<file path="config.mk">
export PLATFORM = sky130hd
export DESIGN_NAME = pipeline_cache_control_nway_flat
export DESIGN_NICKNAME = d
export VERILOG_FILES = /design/src/rtl/pipeline_cache_control_nway_pkg.sv /design/src/rtl/pipeline_cache_control_nway_if.sv /design/src/rtl/pipeline_cache_control_nway_victim_sel.sv /design/src/rtl/pipeline_cache_control_nway.sv /design/src/flat_wrapper.sv
export SDC_FILE = /design/constraint.sdc
export NUM_CORES = 1
export LEC_CHECK = 0
export CORE_MARGIN = 3
export CORE_UTILIZATION = 25
export DETAILED_ROUTE_END_ITERATION = 6
export GPL_TIMING_DRIVEN = 0
export PLACE_DENSITY = 0.62
export SLEW_MARGIN = 10
export SYNTH_ARGS = -nofsm -noshare
export SYNTH_HDL_FRONTEND = slang
export SYNTH_HIERARCHICAL = 1
export SYNTH_SLANG_ARGS = --single-unit
</file>
<file path="constraint.sdc">
create_clock -name clk -period 4.8 [get_ports clk]
set_input_delay 1.2 -clock clk [delete_from_list [all_inputs] [get_ports clk]]
set_output_delay 1.2 -clock clk [all_outputs]
set_load 0.02 [all_outputs]
</file>
<file path="src/rtl/pipeline_cache_control_nway_pkg.sv">
// Shared types and helpers for the N-way pipeline cache controller.
package pipeline_cache_control_nway_pkg;

  typedef enum logic [3:0] {
    IDLE,
    CHECK,
    WRITEBACK,
    ALLOCATE,
    VERIFY,
    FL_READ,
    FL_CHECK,
    FL_WB,
    FL_DONE
  } cache_state_t;

  // Helpers work on a fixed maximum width; callers zero-extend and truncate.
  localparam int MAX_WAYS  = 32;
  localparam int MAX_WAY_W = 5;

  // found sits in the LSB so a caller can size-cast to {idx[WAY_W-1:0], found}.
  typedef struct packed {
    logic [MAX_WAY_W-1:0] idx;
    logic                 found;
  } first_inv_t;

  // Index of the lowest set bit among the first n bits (0 when none set).
  function automatic int lowest_one(input logic [MAX_WAYS-1:0] vec, input int n);
    lowest_one = 0;
    for (int i = n - 1; i >= 0; i--) begin
      if (vec[i]) lowest_one = i;
    end
  endfunction

  // Lowest way whose valid bit is clear, among the first n ways.
  function automatic first_inv_t first_invalid(input logic [MAX_WAYS-1:0] valid, input int n);
    logic [MAX_WAYS-1:0] inv;
    inv = '0;
    for (int i = 0; i < n; i++) begin
      inv[i] = ~valid[i];
    end
    first_invalid.found = |inv;
    first_invalid.idx   = MAX_WAY_W'(lowest_one(inv, n));
  endfunction

  function automatic logic [MAX_WAYS-1:0] onehot(input int idx);
    onehot      = '0;
    onehot[idx] = 1'b1;
  endfunction

endpackage

</file>
<file path="src/rtl/pipeline_cache_control_nway_if.sv">
// CPU pipeline / datapath / pmem signal bundle of the cache controller.
interface pipeline_cache_control_nway_if #(
  parameter int NUM_WAYS = 4,
  parameter int NUM_SETS = 8
);
  localparam int WAY_W = $clog2(NUM_WAYS);
  localparam int SET_W = $clog2(NUM_SETS);

  logic                mem_read;
  logic                mem_write;
  logic                cpu_stall;
  logic                clear;
  logic                flush_req;
  logic [NUM_WAYS-1:0] hit_vec;
  logic [NUM_WAYS-1:0] valid_vec;
  logic [NUM_WAYS-1:0] dirty_vec;
  logic [WAY_W-1:0]    lru_way;
  logic                pmem_resp;

  logic                mem_resp;
  logic                cache_stall;
  logic                pmem_read;
  logic                pmem_write;
  logic                pmem_addr_muxsel;
  logic                use_resp_addr;
  logic                flush_addr_sel;
  logic                array_read;
  logic [NUM_WAYS-1:0] tag_load;
  logic [NUM_WAYS-1:0] valid_load;
  logic [NUM_WAYS-1:0] dirty_load;
  logic                valid_in;
  logic                dirty_in;
  logic                lru_load;
  logic                mbe_sel;
  logic [NUM_WAYS-1:0] mbe_way_sel;
  logic [SET_W-1:0]    flush_set;
  logic [WAY_W-1:0]    flush_way;
  logic                flush_done;

  // Controller side.
  modport slave (
    input  mem_read, mem_write, cpu_stall, clear, flush_req, hit_vec, valid_vec,
           dirty_vec, lru_way, pmem_resp,
    output mem_resp, cache_stall, pmem_read, pmem_write, pmem_addr_muxsel, use_resp_addr,
           flush_addr_sel, array_read, tag_load, valid_load, dirty_load, valid_in, dirty_in,
           lru_load, mbe_sel, mbe_way_sel, flush_set, flush_way, flush_done
  );

  // Pipeline / datapath side.
  modport master (
    output mem_read, mem_write, cpu_stall, clear, flush_req, hit_vec, valid_vec,
           dirty_vec, lru_way, pmem_resp,
    input  mem_resp, cache_stall, pmem_read, pmem_write, pmem_addr_muxsel, use_resp_addr,
           flush_addr_sel, array_read, tag_load, valid_load, dirty_load, valid_in, dirty_in,
           lru_load, mbe_sel, mbe_way_sel, flush_set, flush_way, flush_done
  );
endinterface

</file>
<file path="src/rtl/pipeline_cache_control_nway_victim_sel.sv">
// Miss victim choice: lowest invalid way if any, otherwise the LRU way.
module pipeline_cache_control_nway_victim_sel
  import pipeline_cache_control_nway_pkg::*;
#(
  parameter int NUM_WAYS = 4
) (
  input  logic [NUM_WAYS-1:0]         valid_vec,
  input  logic [$clog2(NUM_WAYS)-1:0] lru_way,
  output logic [$clog2(NUM_WAYS)-1:0] victim_way
);
  localparam int WAY_W = $clog2(NUM_WAYS);

  logic [WAY_W:0] inv_sel;  // {idx, found}

  // Filling an empty way never costs a writeback, so it beats the LRU way.
  always_comb begin
    inv_sel    = (WAY_W + 1)'(first_invalid(MAX_WAYS'(valid_vec), NUM_WAYS));
    victim_way = inv_sel[0] ? inv_sel[WAY_W:1] : lru_way;
  end
endmodule

</file>
<file path="src/rtl/pipeline_cache_control_nway.sv">
// Control FSM for an N-way set-associative write-back/write-allocate pipeline cache,
// including a whole-cache flush walk.
module pipeline_cache_control_nway
  import pipeline_cache_control_nway_pkg::*;
#(
  parameter int NUM_WAYS = 4,
  parameter int NUM_SETS = 8
) (
  input logic                         clk,
  input logic                         rst,
  pipeline_cache_control_nway_if.slave bus
);
  localparam int WAY_W = $clog2(NUM_WAYS);
  localparam int SET_W = $clog2(NUM_SETS);

  cache_state_t        state;
  logic                op_wr_q;
  logic [WAY_W-1:0]    victim_q;
  logic [SET_W-1:0]    fl_set_q;
  logic [WAY_W-1:0]    fl_way_q;

  logic                req;
  logic                hit;
  logic [WAY_W-1:0]    hit_way;
  logic [WAY_W-1:0]    victim_way;
  logic                miss_dirty;
  logic                fl_dirty;
  logic                fl_last;
  logic                fl_adv;
  logic [NUM_WAYS-1:0] hit_oh;
  logic [NUM_WAYS-1:0] victim_oh;
  logic [NUM_WAYS-1:0] fl_oh;

  pipeline_cache_control_nway_victim_sel #(.NUM_WAYS(NUM_WAYS)) u_victim_sel (
    .valid_vec  (bus.valid_vec),
    .lru_way    (bus.lru_way),
    .victim_way (victim_way)
  );

  // Request decode, hit way, and flush-walk bookkeeping.
  always_comb begin
    req        = bus.mem_read | bus.mem_write;
    hit        = |bus.hit_vec;
    hit_way    = WAY_W'(lowest_one(MAX_WAYS'(bus.hit_vec), NUM_WAYS));
    hit_oh     = NUM_WAYS'(onehot(int'(hit_way)));
    victim_oh  = NUM_WAYS'(onehot(int'(victim_q)));
    fl_oh      = NUM_WAYS'(onehot(int'(fl_way_q)));
    miss_dirty = bus.valid_vec[victim_way] & bus.dirty_vec[victim_way];
    fl_dirty   = bus.valid_vec[fl_way_q] & bus.dirty_vec[fl_way_q];
    fl_last    = (fl_way_q == WAY_W'(NUM_WAYS - 1)) && (fl_set_q == SET_W'(NUM_SETS - 1));
    fl_adv     = ((state == FL_CHECK) && !fl_dirty) || ((state == FL_WB) && bus.pmem_resp);
  end

  assign bus.flush_set = fl_set_q;
  assign bus.flush_way = fl_way_q;

  // State, latched op/victim and flush walk counters.
  always_ff @(posedge clk or posedge rst) begin
    if (rst) begin
      state    <= IDLE;
      op_wr_q  <= 1'b0;
      victim_q <= '0;
      fl_set_q <= '0;
      fl_way_q <= '0;
    end else begin
      case (state)
        IDLE: begin
          if (bus.flush_req) begin
            state    <= FL_READ;
            fl_set_q <= '0;
            fl_way_q <= '0;
          end else if (req) begin
            state   <= CHECK;
            op_wr_q <= bus.mem_write & ~bus.mem_read;
          end
        end
        CHECK: begin
          if (bus.clear) begin
            state <= IDLE;
          end else if (hit) begin
            if (!bus.cpu_stall) begin
              if (req) op_wr_q <= bus.mem_write & ~bus.mem_read;
              else     state   <= IDLE;
            end
          end else begin
            victim_q <= victim_way;
            state    <= miss_dirty ? WRITEBACK : ALLOCATE;
          end
        end
        WRITEBACK: if (bus.pmem_resp) state <= ALLOCATE;
        ALLOCATE:  if (bus.pmem_resp) state <= VERIFY;
        VERIFY: begin
          if (bus.clear) begin
            state <= IDLE;
          end else if (!bus.cpu_stall && hit) begin
            if (req) begin
              state   <= CHECK;
              op_wr_q <= bus.mem_write & ~bus.mem_read;
            end else begin
              state <= IDLE;
            end
          end
        end
        FL_READ:  state <= FL_CHECK;
        FL_CHECK: if (fl_dirty) state <= FL_WB;
        FL_WB:    ;
        FL_DONE:  state <= IDLE;
        default:  state <= IDLE;
      endcase
      // Step the walk after a clean visit or a completed line writeback.
      if (fl_adv) begin
        if (fl_last) begin
          state <= FL_DONE;
        end else begin
          state    <= FL_READ;
          fl_way_q <= fl_way_q + 1'b1;
          if (fl_way_q == WAY_W'(NUM_WAYS - 1)) fl_set_q <= fl_set_q + 1'b1;
        end
      end
    end
  end

  // Per-state control outputs to the pipeline, arrays and pmem.
  always_comb begin
    bus.mem_resp         = 1'b0;
    bus.cache_stall      = 1'b0;
    bus.pmem_read        = 1'b0;
    bus.pmem_write       = 1'b0;
    bus.pmem_addr_muxsel = 1'b0;
    bus.use_resp_addr    = 1'b0;
    bus.flush_addr_sel   = 1'b0;
    bus.array_read       = 1'b0;
    bus.tag_load         = '0;
    bus.valid_load       = '0;
    bus.dirty_load       = '0;
    bus.valid_in         = 1'b0;
    bus.dirty_in         = 1'b0;
    bus.lru_load         = 1'b0;
    bus.mbe_sel          = 1'b0;
    bus.mbe_way_sel      = '0;
    bus.flush_done       = 1'b0;
    case (state)
      IDLE: bus.array_read = !bus.flush_req && req;
      CHECK, VERIFY: begin
        bus.array_read    = 1'b1;
        bus.lru_load      = hit;
        bus.mem_resp      = hit | bus.clear;
        bus.cache_stall   = !hit | bus.cpu_stall;
        bus.use_resp_addr = (state == CHECK) ? !hit : bus.cpu_stall;
        if (op_wr_q && hit) begin
          bus.mbe_way_sel = hit_oh;
          bus.dirty_load  = hit_oh;
          bus.dirty_in    = 1'b1;
        end
      end
      WRITEBACK: begin
        bus.pmem_write       = 1'b1;
        bus.pmem_addr_muxsel = 1'b1;
        bus.cache_stall      = 1'b1;
        bus.use_resp_addr    = 1'b1;
      end
      ALLOCATE: begin
        bus.pmem_read   = 1'b1;
        bus.cache_stall = 1'b1;
        if (bus.pmem_resp) begin
          // A fill always lands clean; only a CPU write marks a line dirty.
          bus.mbe_sel       = 1'b1;
          bus.mbe_way_sel   = victim_oh;
          bus.tag_load      = victim_oh;
          bus.valid_load    = victim_oh;
          bus.dirty_load    = victim_oh;
          bus.valid_in      = 1'b1;
          bus.array_read    = 1'b1;
          bus.use_resp_addr = 1'b1;
        end
      end
      FL_READ: begin
        bus.cache_stall    = 1'b1;
        bus.flush_addr_sel = 1'b1;
        bus.array_read     = 1'b1;
      end
      FL_CHECK: begin
        bus.cache_stall    = 1'b1;
        bus.flush_addr_sel = 1'b1;
        if (!fl_dirty) bus.valid_load = fl_oh;
      end
      FL_WB: begin
        bus.pmem_write       = 1'b1;
        bus.pmem_addr_muxsel = 1'b1;
        bus.cache_stall      = 1'b1;
        bus.flush_addr_sel   = 1'b1;
        if (bus.pmem_resp) begin
          bus.valid_load = fl_oh;
          bus.dirty_load = fl_oh;
        end
      end
      FL_DONE: bus.flush_done = 1'b1;
      default: ;
    endcase
  end
endmodule

</file>
<file path="src/flat_wrapper.sv">
// flat-port wrapper written by rule: the top's interface ports become plain ports
module pipeline_cache_control_nway_flat import pipeline_cache_control_nway_pkg::*;
#(
  parameter int NUM_WAYS = 4,
  parameter int NUM_SETS = 8
)
  (clk, rst, bus_mem_read, bus_mem_write, bus_cpu_stall, bus_clear, bus_flush_req, bus_hit_vec, bus_valid_vec, bus_dirty_vec, bus_lru_way, bus_pmem_resp, bus_mem_resp, bus_cache_stall, bus_pmem_read, bus_pmem_write, bus_pmem_addr_muxsel, bus_use_resp_addr, bus_flush_addr_sel, bus_array_read, bus_tag_load, bus_valid_load, bus_dirty_load, bus_valid_in, bus_dirty_in, bus_lru_load, bus_mbe_sel, bus_mbe_way_sel, bus_flush_set, bus_flush_way, bus_flush_done);
  pipeline_cache_control_nway_if #(.NUM_WAYS(NUM_WAYS), .NUM_SETS(NUM_SETS)) bus_i ();
  input logic clk;
  input logic rst;
  input wire logic [$bits(bus_i.mem_read)-1:0] bus_mem_read;
  input wire logic [$bits(bus_i.mem_write)-1:0] bus_mem_write;
  input wire logic [$bits(bus_i.cpu_stall)-1:0] bus_cpu_stall;
  input wire logic [$bits(bus_i.clear)-1:0] bus_clear;
  input wire logic [$bits(bus_i.flush_req)-1:0] bus_flush_req;
  input wire logic [$bits(bus_i.hit_vec)-1:0] bus_hit_vec;
  input wire logic [$bits(bus_i.valid_vec)-1:0] bus_valid_vec;
  input wire logic [$bits(bus_i.dirty_vec)-1:0] bus_dirty_vec;
  input wire logic [$bits(bus_i.lru_way)-1:0] bus_lru_way;
  input wire logic [$bits(bus_i.pmem_resp)-1:0] bus_pmem_resp;
  output wire logic [$bits(bus_i.mem_resp)-1:0] bus_mem_resp;
  output wire logic [$bits(bus_i.cache_stall)-1:0] bus_cache_stall;
  output wire logic [$bits(bus_i.pmem_read)-1:0] bus_pmem_read;
  output wire logic [$bits(bus_i.pmem_write)-1:0] bus_pmem_write;
  output wire logic [$bits(bus_i.pmem_addr_muxsel)-1:0] bus_pmem_addr_muxsel;
  output wire logic [$bits(bus_i.use_resp_addr)-1:0] bus_use_resp_addr;
  output wire logic [$bits(bus_i.flush_addr_sel)-1:0] bus_flush_addr_sel;
  output wire logic [$bits(bus_i.array_read)-1:0] bus_array_read;
  output wire logic [$bits(bus_i.tag_load)-1:0] bus_tag_load;
  output wire logic [$bits(bus_i.valid_load)-1:0] bus_valid_load;
  output wire logic [$bits(bus_i.dirty_load)-1:0] bus_dirty_load;
  output wire logic [$bits(bus_i.valid_in)-1:0] bus_valid_in;
  output wire logic [$bits(bus_i.dirty_in)-1:0] bus_dirty_in;
  output wire logic [$bits(bus_i.lru_load)-1:0] bus_lru_load;
  output wire logic [$bits(bus_i.mbe_sel)-1:0] bus_mbe_sel;
  output wire logic [$bits(bus_i.mbe_way_sel)-1:0] bus_mbe_way_sel;
  output wire logic [$bits(bus_i.flush_set)-1:0] bus_flush_set;
  output wire logic [$bits(bus_i.flush_way)-1:0] bus_flush_way;
  output wire logic [$bits(bus_i.flush_done)-1:0] bus_flush_done;
  assign bus_i.mem_read = bus_mem_read;
  assign bus_i.mem_write = bus_mem_write;
  assign bus_i.cpu_stall = bus_cpu_stall;
  assign bus_i.clear = bus_clear;
  assign bus_i.flush_req = bus_flush_req;
  assign bus_i.hit_vec = bus_hit_vec;
  assign bus_i.valid_vec = bus_valid_vec;
  assign bus_i.dirty_vec = bus_dirty_vec;
  assign bus_i.lru_way = bus_lru_way;
  assign bus_i.pmem_resp = bus_pmem_resp;
  assign bus_mem_resp = bus_i.mem_resp;
  assign bus_cache_stall = bus_i.cache_stall;
  assign bus_pmem_read = bus_i.pmem_read;
  assign bus_pmem_write = bus_i.pmem_write;
  assign bus_pmem_addr_muxsel = bus_i.pmem_addr_muxsel;
  assign bus_use_resp_addr = bus_i.use_resp_addr;
  assign bus_flush_addr_sel = bus_i.flush_addr_sel;
  assign bus_array_read = bus_i.array_read;
  assign bus_tag_load = bus_i.tag_load;
  assign bus_valid_load = bus_i.valid_load;
  assign bus_dirty_load = bus_i.dirty_load;
  assign bus_valid_in = bus_i.valid_in;
  assign bus_dirty_in = bus_i.dirty_in;
  assign bus_lru_load = bus_i.lru_load;
  assign bus_mbe_sel = bus_i.mbe_sel;
  assign bus_mbe_way_sel = bus_i.mbe_way_sel;
  assign bus_flush_set = bus_i.flush_set;
  assign bus_flush_way = bus_i.flush_way;
  assign bus_flush_done = bus_i.flush_done;
  pipeline_cache_control_nway #(.NUM_WAYS(NUM_WAYS), .NUM_SETS(NUM_SETS)) u_core (.clk(clk), .rst(rst), .bus(bus_i));
endmodule
</file>
Word level (Yosys, flattened, before mapping)
Index checks and enable logic that the tools add are counted.
{"block": "classes", "n_addsub": 2, "order_cmp": 8, "eq_ne": 24, "bitwise": 13, "reduce_logical": 26, "n_mux": 78}
{"cell": "$mux W4", "n": 18}
{"cell": "$pmux W4 S8", "n": 1}
{"cell": "$mux W1", "n": 27}
{"cell": "$mux W2", "n": 13}
{"cell": "$pmux W4 S3", "n": 2}
{"cell": "$lt A2 B6 Y1 const B", "n": 3}
{"cell": "$eq A4 B3 Y1 const B", "n": 4}
{"cell": "$mux W3", "n": 5}
{"cell": "$ne A5 B5 Y1 const B", "n": 2}
{"cell": "$logic_and A1 B1 Y1", "n": 9}
{"cell": "$pmux W1 S3", "n": 3}
{"cell": "$bmux W1 S2", "n": 4}
{"cell": "$eq A4 B2 Y1 const B", "n": 2}
{"cell": "$ne A2 B2 Y1 const B", "n": 4}
{"cell": "$ne A4 B2 Y1 const B", "n": 2}
{"cell": "$pmux W4 S2", "n": 1}
{"cell": "$reduce_and A8 Y1", "n": 1}
{"cell": "$reduce_or A4 Y1", "n": 2}
{"cell": "$not A1 Y1", "n": 7}
{"cell": "$reduce_and A7 Y1", "n": 1}
{"cell": "$demux W1 S2", "n": 3}
{"cell": "$ge A2 B1 Y1 const B", "n": 3}
{"cell": "$lt A2 B3 Y1 const B", "n": 2}
{"cell": "$ne A2 B1 Y1 const B", "n": 3}
{"cell": "other kinds (19)", "n": 29}
{"block": "totals", "word_cells": 156, "in_bits": 22, "out_inout_bits": 34, "register_bits": 12}

Depth between registers and ports, before layout
Gate-level depths: netlist of the first run.
{"block": "logic_depth", "ltp_word": 13, "depth_mapped": 7, "depth_no_buf": 6}

Hierarchy
Netlist of the first run, hierarchy kept.
{"mod": "pipeline_cache_control_nway", "n_inst": 1, "seq_area_each_um2": 300.3, "cells_per_inst": 155, "area_per_inst_um2": 1307.5}
{"mod": "pipeline_cache_control_nway_victim_sel", "n_inst": 1, "seq_area_each_um2": 0.0, "cells_per_inst": 6, "area_per_inst_um2": 32.5}

Worst setup path before layout of the first run
OpenSTA, ideal clock, no wires.
{"block": "synth_timing", "path_type": "input port to output port", "startpoint": "input bus_pmem_resp", "endpoint": "output bus_dirty_load[0]", "t_arrival_ps": 2618, "stages": 5, "path_slack_ps": 982, "cell_sequence": "nand2b_1 -> nor3_2 -> nor3b_2 -> a31o_2 -> a21o_1"}
{"block": "synth_between", "elab_chain_cells": 2, "elab_cells_between_ends": 3}
{"item": "from (decl)", "line": "flat_wrapper.sv:20", "text": "input wire logic [$bits(bus_i.pmem_resp)-1:0] bus_pmem_resp;"}
{"item": "$mux W4, on equally long branches", "line": "pipeline_cache_control_nway.sv:192, pipeline_cache_control_nway.sv:165"}
{"item": "$pmux W4 S3 (*)", "line": "pipeline_cache_control_nway.sv:142", "text": "case (state)"}
{"item": "to (decl)", "line": "flat_wrapper.sv:31", "text": "output wire logic [$bits(bus_i.dirty_load)-1:0] bus_dirty_load;"}
Every way passes the cells marked *; elsewhere a longest branch is shown, timed or not.

Worst setup path in the final report of the first run
{"block": "layout_timing", "startpoint": "input bus_hit_vec[2]", "endpoint": "output bus_cache_stall"}
{"block": "layout_between", "elab_chain_cells": 4}
{"item": "from (decl)", "line": "flat_wrapper.sv:16", "text": "input wire logic [$bits(bus_i.hit_vec)-1:0] bus_hit_vec;"}
{"item": "$reduce_or A4 Y1", "line": "pipeline_cache_control_nway.sv:43", "text": "hit = |bus.hit_vec;"}
{"item": "$logic_not A1 Y1", "line": "pipeline_cache_control_nway.sv:148", "text": "bus.cache_stall = !hit | bus.cpu_stall;"}
{"item": "$or A1 B1 Y1", "line": "pipeline_cache_control_nway.sv:148"}
{"item": "$pmux W1 S2", "line": "pipeline_cache_control_nway.sv:142"}
{"item": "to (decl)", "line": "flat_wrapper.sv:22", "text": "output wire logic [$bits(bus_i.cache_stall)-1:0] bus_cache_stall;"}
Every way passes these cells.

==> impl_metrics.yaml, run 1 <==
global_route:
  first_global_vias: 1321
  gr-usage-all-layers_pct: 12.4
  initial_antenna_violation_count: 0
  grt_remaining_overflow: 0
  grt_max_degree: 13
  grt_first_pass_wirelength_um: 6270
critical_path:
  critical_path.reg2reg.endpoint: "u_core/state[2]$_DFFE_PP0P_"
  cp.required_ns: 3.60
  critPathKind: "input port to output port"
  worst_setup_path_endpoint: "bus_cache_stall"
  crit_path_max_incr_delay_ns: 0.64
  path_buf_inv: 2
  regToRegStartpoint: "u_core/state[1]$_DFFE_PP0P_"
  worst-endpoint-arrival_ns: 3.34
  end_kind: "output port"
  r2r.worst_path.cells: 5
  crit_startpoint: "bus_hit_vec[2]"
  critPathLaunchType: "input port"
  cp_max_fo: 4
  reg2reg_slack_ns: 2.86
  cells_along_the_critical_path: "clkdlybuf4s50_1, or4_1, nand2_1, maj3_1, nor2_1, nor2_1, clkdlybuf4s50_1"
  cp.depth: 7
  critPathTopFamily: "buffers and inverters"
  crit_slowest_cell: "or4_1"
synthesis:
  synth.cell_area_mm2: 0.00134
  synth_ff_type: "dfrtp_1"
  synth.largest_area_cell: "dfrtp_1"
  synth_seq_cells: 12
  postSynthNetCount: 189
  netlist_top_cells_count: "22 x nand2_1, 14 x nor2_1, 12 x dfrtp_1, 12 x inv_1, 8 x a21o_1"
  synth.top_cells.by_area: "dfrtp_1 22%, nand2_1 6.2%, ha_1 5.6%"
  synth_largest_type_area_fraction_pct: 22.4
  seq_area_frac_synth_pct: 22.4
  syn_area_per_cell_um2: 8.32
  post-synth-top-count-cell: "nand2_1"
  synth.yosys.warnings: 6
  synth-async-reset-ratio_pct: 100
  syn_inst: 161
  netlist-cell-type-count: 54
  synth_edf_count: 0
sta:
  whs_ns: 0.513
  slew_viol_final: 0
  final.setup.tns_ns: 0
  setup-violations-final: 0
  hold_violations: 0
  post-route-min-period_ns: 4.54
  timing.clock.skew_ns: 0.000745
  rsz0062_at_grt: "no"
  max_clock_freq_ghz: 0.220
  slew_headroom_pct: 68.4
  worst-slew-pin-transition_ns: 0.474
  final_min_period_over_clock_period_pct: 94.6
clock_tree:
  clk-insertion-delay-late_ns: 0.24
  cts.sink_count: 12
  tritoncts: "yes"
  h-tree-depth: 1
  clock_path_buffers: 2
  clk_pin_slew_worst_paths_ns: 0.05
  cts_buffers: 3
  root_buffer: "clkbuf_8"
  cts_hold_buffers: 0
  post_cts_buffers: 0
  count_of_instances_resized_after_the_clock_tree_is_built: 0
final_layout:
  area.growth.synth_to_final_pct: 51.7
  finish.net_count: 249
  antenna_cells: 0
  ratio_of_cells_with_drive_above_1_in_the_final_layout_pct: 13.2
flow_run:
  max_cap_viol_count: 0
floorplan:
  floorplan.die_area_mm2: 0.00627
  die_height_um: 79.2
  placement_rows: 26
  io_pins: 56
  die_width_um: 79.2
  initial_utilization_pct: 26.1
  core_region_area_mm2: 0.00514
drt:
  dr.first_iter.drc_count: 101
  routed_wirelength_um: 3820
  detail_route.first_pass.iterations: 4
  post_drt_via_cell_ratio: 4.76
  detail-route-antenna-nets: 0
  drt-wirelength-per-cell_um: 13.2
  drt_drc_violations_left: 0
  num_vias: 1380
placement:
  numPortBuffers: 55
  finalWeightedCongestion: 0.799
  dp.final_hpwl_um: 3160
power:
  power.density_cell_area_mw_per_mm2: 454
  power_leakage_nw: 0.920
  max-vdd-ir-drop_v: 0.000174
status:
  status: "completed"
min_path:
  worst_hold_class: "register to register"
[final cells by class]
class / instances / area [um2]
fillers: 564 / 3110
multi-input cells: 128 / 938
repair buffers: 55 / 551
flip-flops and latches: 12 / 300
well taps: 70 / 87.6
plain buffers: 9 / 56.3
clock buffers: 4 / 55.1
inverters: 12 / 45.0
[cells by family (layout without fill, tap and decap cells)]
family | Yosys count | count (layout) | share of synthesized area (%)
AND/OR/NAND/NOR | 71 | 71 | 30.5
AO/OA/AOI/OAI | 38 | 38 | 22.5
buffers and inverters | 21 | 80 | 7.56
adder cells (fa/ha/maj) | 8 | 8 | 7.10
multiplexers | 9 | 9 | 8.59
XOR/XNOR | 2 | 2 | 1.31
flip-flops | 12 | 12 | 22.4
[per-stage QoR]
stage	instance area [um2]	setup WS, ns	power [mW]	util [%]	cells
final	2030	0.259	0.924	39.6	290
after global routing	2030	0.0895	0.996	39.6	290
after CTS	2030	0.235	0.936	39.6	290
after detailed placement	1980	0.242	0.818	38.5	286
after global placement	1980	0.235	0.814	38.5	286
after floorplan	1340	0.982	0.583	-	161
[per-layer routing]
metal | wire (um) | up-vias | track usage, %
met5 | 0 | - | 0
met1 | 1730 | 640 | 15.9
met4 | 33 | 0 | 3.09
li1 | - | 698 | -
met2 | 1850 | 39 | 21.1
met3 | 209 | 3 | 2.61
[flip-flops by register name (all words and copies together) (netlist names)]
name	cells
u_core/bus.flush_way	2
u_core/victim_q	2
u_core/bus.flush_set	3
u_core/op_wr_q	1
u_core/state	4
[cell usage in the layout, fill, tap and decap left out, drive strengths merged, types with 2 or more instances in the layout]
master and count:
clkdlybuf4s50 55, nand2 22, nand3b 3, nand2b 5, ha 6, a31oi 2, o22ai 2, o21bai 3
nand3 3, xor2 2, o21ai 5, inv 12, mux2 4, nor3 6, dfrtp 12, maj3 2
a21oi 4, o2bb2ai 2, clkbuf 5, nor2b 2, o32ai 2, and3 3, a21o 8, buf 8
nor4 2, mux2i 4, o31ai 2, a31o 2, nor2 14
[power by group]
| group | internal, mW | leakage (nW) | switching, mW |
|---|---|---|---|
| logic | 0.311 | 0.731 | 0.343 |
| registers | 0.128 | 0.160 | 0.0296 |
| clock network | 0.0726 | 0.0288 | 0.0392 |
| total | 0.512 | 0.920 | 0.411 |
[how the worst min path moves through the flow]
stage | cells past startpoint | end | start
floorplan | 2 | u_core/op_wr_q$_DFFE_PP0P_ | u_core/op_wr_q$_DFFE_PP0P_
finish | 1 | u_core/bus.flush_set[0]$_DFF_PP0_ | u_core/bus.flush_set[0]$_DFF_PP0_
global placement | 1 | u_core/bus.flush_set[0]$_DFF_PP0_ | u_core/bus.flush_set[0]$_DFF_PP0_
CTS | 1 | u_core/bus.flush_set[0]$_DFF_PP0_ | u_core/bus.flush_set[0]$_DFF_PP0_
global route | 1 | u_core/bus.flush_set[0]$_DFF_PP0_ | u_core/bus.flush_set[0]$_DFF_PP0_
detailed placement | 1 | u_core/bus.flush_set[0]$_DFF_PP0_ | u_core/bus.flush_set[0]$_DFF_PP0_
Note: power is estimated with default switching activity, not from simulation.
==> run 2: changes to the inputs <==
--- a/config.mk
+++ b/config.mk
@@ -5,8 +5,10 @@
 export SDC_FILE = /design/constraint.sdc
 export NUM_CORES = 1
 export LEC_CHECK = 0
+export CAP_MARGIN = 10
 export CORE_MARGIN = 3
 export CORE_UTILIZATION = 25
+export CTS_BUF_LIST = sky130_fd_sc_hd__clkbuf_16
 export DETAILED_ROUTE_END_ITERATION = 6
 export GPL_TIMING_DRIVEN = 0
 export PLACE_DENSITY = 0.62
==> run 2 against run 1 <==
Against the previous run: critical path depth is the same; clock-buffer cell count down 1; global-route usage grew 0.14 points; sequential cell count did not move; largest power group unchanged; combinational power about the same; wire length is 0.50% higher; core utilization up 0.46 points; critical path type unchanged; via count is essentially flat; first-iteration DRC count is 3.0% higher; clock skew is 0.00071 ns higher; worst hold slack lost 0.0012 ns; register-to-register slack is essentially flat.
==> impl_metrics.yaml, run 2 (synthesis gave the netlist of run 1 again) <==
clock_tree:
  clock_path_buffers: 2
  cts.sink_count: 12
  tritoncts: "yes"
  post_cts_buffers: 0
  root_buffer: "clkbuf_16"
  cts_hold_buffers: 0
  h-tree-depth: 1
  clk_pin_slew_worst_paths_ns: 0.04
  clk-insertion-delay-late_ns: 0.24
  cts_buffers: 3
  count_of_instances_resized_after_the_clock_tree_is_built: 0
floorplan:
  placement_rows: 26
  die_width_um: 79.2
  core_region_area_mm2: 0.00514
  floorplan.die_area_mm2: 0.00627
  die_height_um: 79.2
  io_pins: 56
  initial_utilization_pct: 26.1
sta:
  setup-violations-final: 0
  worst-slew-pin-transition_ns: 0.474
  post-route-min-period_ns: 4.54
  timing.clock.skew_ns: 0.00146
  rsz0062_at_grt: "no"
  slew_viol_final: 0
  max_clock_freq_ghz: 0.220
  hold_violations: 0
  final_min_period_over_clock_period_pct: 94.6
  final.setup.tns_ns: 0
  slew_headroom_pct: 68.4
drt:
  num_vias: 1379
  detail-route-antenna-nets: 0
  dr.first_iter.drc_count: 104
  routed_wirelength_um: 3840
  post_drt_via_cell_ratio: 4.76
  drt_drc_violations_left: 0
  detail_route.first_pass.iterations: 4
  drt-wirelength-per-cell_um: 13.3
global_route:
  gr-usage-all-layers_pct: 12.5
  initial_antenna_violation_count: 0
  grtUsageMet3_pct: 2.95
  global_route.usage.met1_pct: 16.0
  first_global_vias: 1314
  grt_first_pass_wirelength_um: 6300
  grt_remaining_overflow: 0
  grt_util_met2_pct: 21.3
  global_route_hottest_layer: "met2"
  grt_max_degree: 13
critical_path:
  regToRegStartpoint: "u_core/state[1]$_DFFE_PP0P_"
  critical_path.reg2reg.endpoint: "u_core/state[2]$_DFFE_PP0P_"
  critPathLaunchType: "input port"
  cells_along_the_critical_path: "clkdlybuf4s50_1, or4_1, nand2_1, maj3_1, nor2_1, nor2_1, clkdlybuf4s50_1"
  crit_path_max_incr_delay_ns: 0.64
  end_kind: "output port"
  crit_slowest_cell: "or4_1"
  cp.required_ns: 3.60
  critPathKind: "input port to output port"
  reg2reg_slack_ns: 2.86
  cp_max_fo: 4
  worst-endpoint-arrival_ns: 3.34
  r2r.worst_path.cells: 5
placement:
  finalWeightedCongestion: 0.799
  dp.final_hpwl_um: 3160
  numPortBuffers: 55
min_path:
  whs_path_cells: 1
  worst_hold_class: "register to register"
  hold_path_startpoint: "u_core/bus.flush_set[0]$_DFF_PP0_"
  worst_hold_endpoint: "u_core/bus.flush_set[0]$_DFF_PP0_"
final_layout:
  largest_register_ffs: 4
  ratio_of_cells_with_drive_above_1_in_the_final_layout_pct: 12.7
  area.growth.synth_to_final_pct: 53.5
  layout.cells.most_common: "clkdlybuf4s50_1"
  registers.top_by_ff_count: "u_core/state"
  nFillCells: 562
  multi_input_comb_area_um2: 938
  post-route-util_pct: 40.0
  final_cell_mix: "55 x clkdlybuf4s50_1, 22 x nand2_1, 14 x nor2_1"
  finish.net_count: 249
  register_area_um2: 300
  antenna_cells: 0
status:
  status: "completed"
power:
  power_leakage_nw: 0.930
  max-vdd-ir-drop_v: 0.000176
  power.density_cell_area_mw_per_mm2: 470
flow_run:
  max_cap_viol_count: 0
[run 2: cell types whose count changed in the layout (fill, tap and decap cells not counted)]
cell       change
clkbuf_8       -4
clkbuf_16      +3
clkinv_1       +1
[run 2: worst max path at each step]
stage	depth (start not counted)	slack, ns	end	startpoint
finish	7	0.26	bus_cache_stall	bus_hit_vec[2]
global route	7	0.09	bus_dirty_load[0]	bus_pmem_resp
CTS	7	0.23	bus_dirty_load[0]	bus_pmem_resp
detailed placement	7	0.24	bus_cache_stall	bus_hit_vec[2]
global placement	7	0.23	bus_dirty_load[0]	bus_pmem_resp
floorplan	5	0.98	bus_dirty_load[0]	bus_pmem_resp
[run 2: stage by stage]
stage	cells	hold slack, ns	total power [mW]	setup slack (ns)	area, um2
6_report	290	0.511	0.966	0.258	2060
5_1_grt	290	0.581	1.04	0.0895	2060
4_1_cts	290	0.511	0.979	0.235	2060
3_5_place_dp	286	0.505	0.818	0.242	1980
3_3_place_gp	286	0.493	0.814	0.235	1980
2_1_floorplan	161	0.484	0.583	0.982	1340
[run 2: layer usage]
metal	up-vias	part of all wire (%)	wire length [um]
met1	638	44	1710
li1	701	-	-
met5	-	0	0
met2	40	49	1900
met4	0	0	0
met3	0	6.1	236
[run 2: critical path: cells and delay by family]
family / cells / cell delay, ns
buf+inv: 2 / 1.09
simple gates: 4 / 0.91
fa+ha+maj: 1 / 0.16
[run 2: layout make-up]
type	count	share of cell area [%]
inverter	12	2.19
timing repair buffer	55	26.8
multi-input combinational	128	45.6
clock buffer	3	3.65
tap	70	4.26
clock inverter	1	0.182
buffer	9	2.74
sequential	12	14.6
[run 2: power breakdown]
part           leakage [nW]  switching, mW  internal, mW
clock                0.0385         0.0440         0.110
sequential            0.160         0.0298         0.129
combinational         0.731          0.343         0.311
==> run 3: changes to the inputs <==
--- a/config.mk
+++ b/config.mk
@@ -6,12 +6,12 @@
 export NUM_CORES = 1
 export LEC_CHECK = 0
 export CAP_MARGIN = 10
-export CORE_MARGIN = 3
 export CORE_UTILIZATION = 25
 export CTS_BUF_LIST = sky130_fd_sc_hd__clkbuf_16
 export DETAILED_ROUTE_END_ITERATION = 6
 export GPL_TIMING_DRIVEN = 0
 export PLACE_DENSITY = 0.62
+export REMOVE_ABC_BUFFERS = 1
 export SLEW_MARGIN = 10
 export SYNTH_ARGS = -nofsm -noshare
 export SYNTH_HDL_FRONTEND = slang
==> run 3 against run 2 <==
Against the previous run: first-iteration DRC count down 55%; non-clock buffer count down 9; sequential share of layout area up 0.41 points; combinational power down 14%; clock power about the same; highest routed layer unchanged.
==> impl_metrics.yaml, run 3 (synthesis gave the netlist of run 1 again) <==
status:
  status: "completed"
placement:
  dp.final_hpwl_um: 2950
  finalWeightedCongestion: 0.799
  numPortBuffers: 55
  place_inst: 277
critical_path:
  critPathLaunchType: "input port"
  worst-endpoint-arrival_ns: 3.34
  path_buf_inv: 2
  critPathKind: "input port to output port"
  reg2reg_slack_ns: 2.61
  critPathTopFamily: "buffers and inverters"
  end_kind: "output port"
  cells_along_the_critical_path: "clkdlybuf4s50_1, or4_1, nand2_1, maj3_1, nor2_1, nor2_1, clkdlybuf4s50_1"
  cp_max_fo: 4
  crit_path_max_incr_delay_ns: 0.64
  crit_slowest_cell: "or4_1"
  cp.required_ns: 3.60
clock_tree:
  count_of_instances_resized_after_the_clock_tree_is_built: 0
  tritoncts: "yes"
  clk-insertion-delay-late_ns: 0.24
  root_buffer: "clkbuf_16"
  cts.sink_count: 12
  clock_path_buffers: 2
  cts_buffers: 3
  h-tree-depth: 1
  post_cts_buffers: 0
  clk_pin_slew_worst_paths_ns: 0.04
  cts_hold_buffers: 0
drt:
  routed_wire_length_on_met3_um: 187
  m1WireLength_um: 1850
  num_vias: 1341
  dr.max_layer_used: "met3"
  dr.first_iter.drc_count: 47
  detail_route.first_pass.iterations: 4
  detail-route-antenna-nets: 0
  post_drt_via_cell_ratio: 4.77
  drt-wirelength-per-cell_um: 13.1
  dr_wl_met2_um: 1650
  routed_wirelength_um: 3690
  drt_drc_violations_left: 0
final_layout:
  ratio_of_cells_with_drive_above_1_in_the_final_layout_pct: 9.95
  antenna_cells: 0
  number_of_standard_cells_in_the_final_layout_excluding_fillers: 281
  layout.cells.most_common: "clkdlybuf4s50_1"
  finish.net_count: 240
  largest_register_ffs: 4
  post-route-util_pct: 38.9
  area.growth.synth_to_final_pct: 49.3
  registers.top_by_ff_count: "u_core/state"
  final_cell_mix: "55 x clkdlybuf4s50_1, 22 x nand2_1, 14 x nor2_1"
power:
  power.share.clock_pct: 16.3
  max-vdd-ir-drop_v: 0.000206
  power.switching_uw: 405
  power.density_cell_area_mw_per_mm2: 465
  power_report.internal_total_uw: 525
  power_uw: 930
  p_sw_share_pct: 43.6
  share_seq_of_total_power_pct: 22.9
  power_leakage_nw: 0.891
  power_frac_comb_pct: 60.7
global_route:
  first_global_vias: 1200
  gr-usage-all-layers_pct: 13.6
  grt_first_pass_wirelength_um: 5930
  grt_max_degree: 20
  initial_antenna_violation_count: 0
  grt_remaining_overflow: 0
floorplan:
  die_width_um: 75.2
  io_pins: 56
  floorplan.die_area_mm2: 0.00566
  core_region_area_mm2: 0.00514
  placement_rows: 26
  initial_utilization_pct: 26.1
  die_height_um: 75.2
sta:
  post-route-min-period_ns: 4.54
  slew_headroom_pct: 59.5
  slew_viol_final: 0
  worst-slew-pin-transition_ns: 0.608
  whs_ns: 0.513
  hold_violations: 0
  setup-violations-final: 0
  timing.clock.skew_ns: 0.00189
  final.setup.tns_ns: 0
  rsz0062_at_grt: "no"
  final_min_period_over_clock_period_pct: 94.5
  max_clock_freq_ghz: 0.220
flow_run:
  max_cap_viol_count: 0
min_path:
  worst_hold_class: "register to register"
-- run 3: layer usage --
layer	vias up	track usage, %
met5	-	0
met1	630	19.8
met2	34	20.9
met4	0	2.47
met3	0	2.95
li1	677	-
-- run 3: area by class of cell --
cell class,instances,area (um2)
Sequential cell,12,300
Multi-Input combinational cell,128,938
Tap cell,70,87.6
Timing Repair Buffer,55,551
Inverter,12,45.0
Fill cell,560,3140
Clock inverter,1,3.75
Clock buffer,3,75.1
-- run 3: final timing paths --
check	start	to	cells after the start
worst min-delay path	u_core/bus.flush_set[0]$_DFF_PP0_	u_core/bus.flush_set[0]$_DFF_PP0_	1
max in group asynchronous	rst	u_core/state[1]$_DFFE_PP0P_	2
worst max-delay path	bus_hit_vec[2]	bus_cache_stall	7
worst max register to register	u_core/state[0]$_DFFE_PP0P_	u_core/state[0]$_DFFE_PP0P_	4
min in group asynchronous	rst	u_core/bus.flush_set[1]$_DFF_PP0_	2
worst min register to register	u_core/bus.flush_set[0]$_DFF_PP0_	u_core/bus.flush_set[0]$_DFF_PP0_	1
-- run 3: per-stage QoR --
step                      area, um2  setup WS [ns]
after floorplan                1280          0.759
after global placement         1920          0.257
after detailed placement       1920          0.239
after CTS                      2000          0.244
after global routing           2000          0.130
final                          2000          0.263
-- run 3: power groups by stage --
stage / Clock, mW / Combinational (mW) / Sequential [mW]
6_report: 0.152 / 0.565 / 0.213
5_1_grt: 0.163 / 0.619 / 0.222
4_1_cts: 0.158 / 0.571 / 0.211
3_5_place_dp: 0 / 0.569 / 0.213
3_3_place_gp: 0 / 0.565 / 0.210
2_1_floorplan: 0 / 0.357 / 0.197
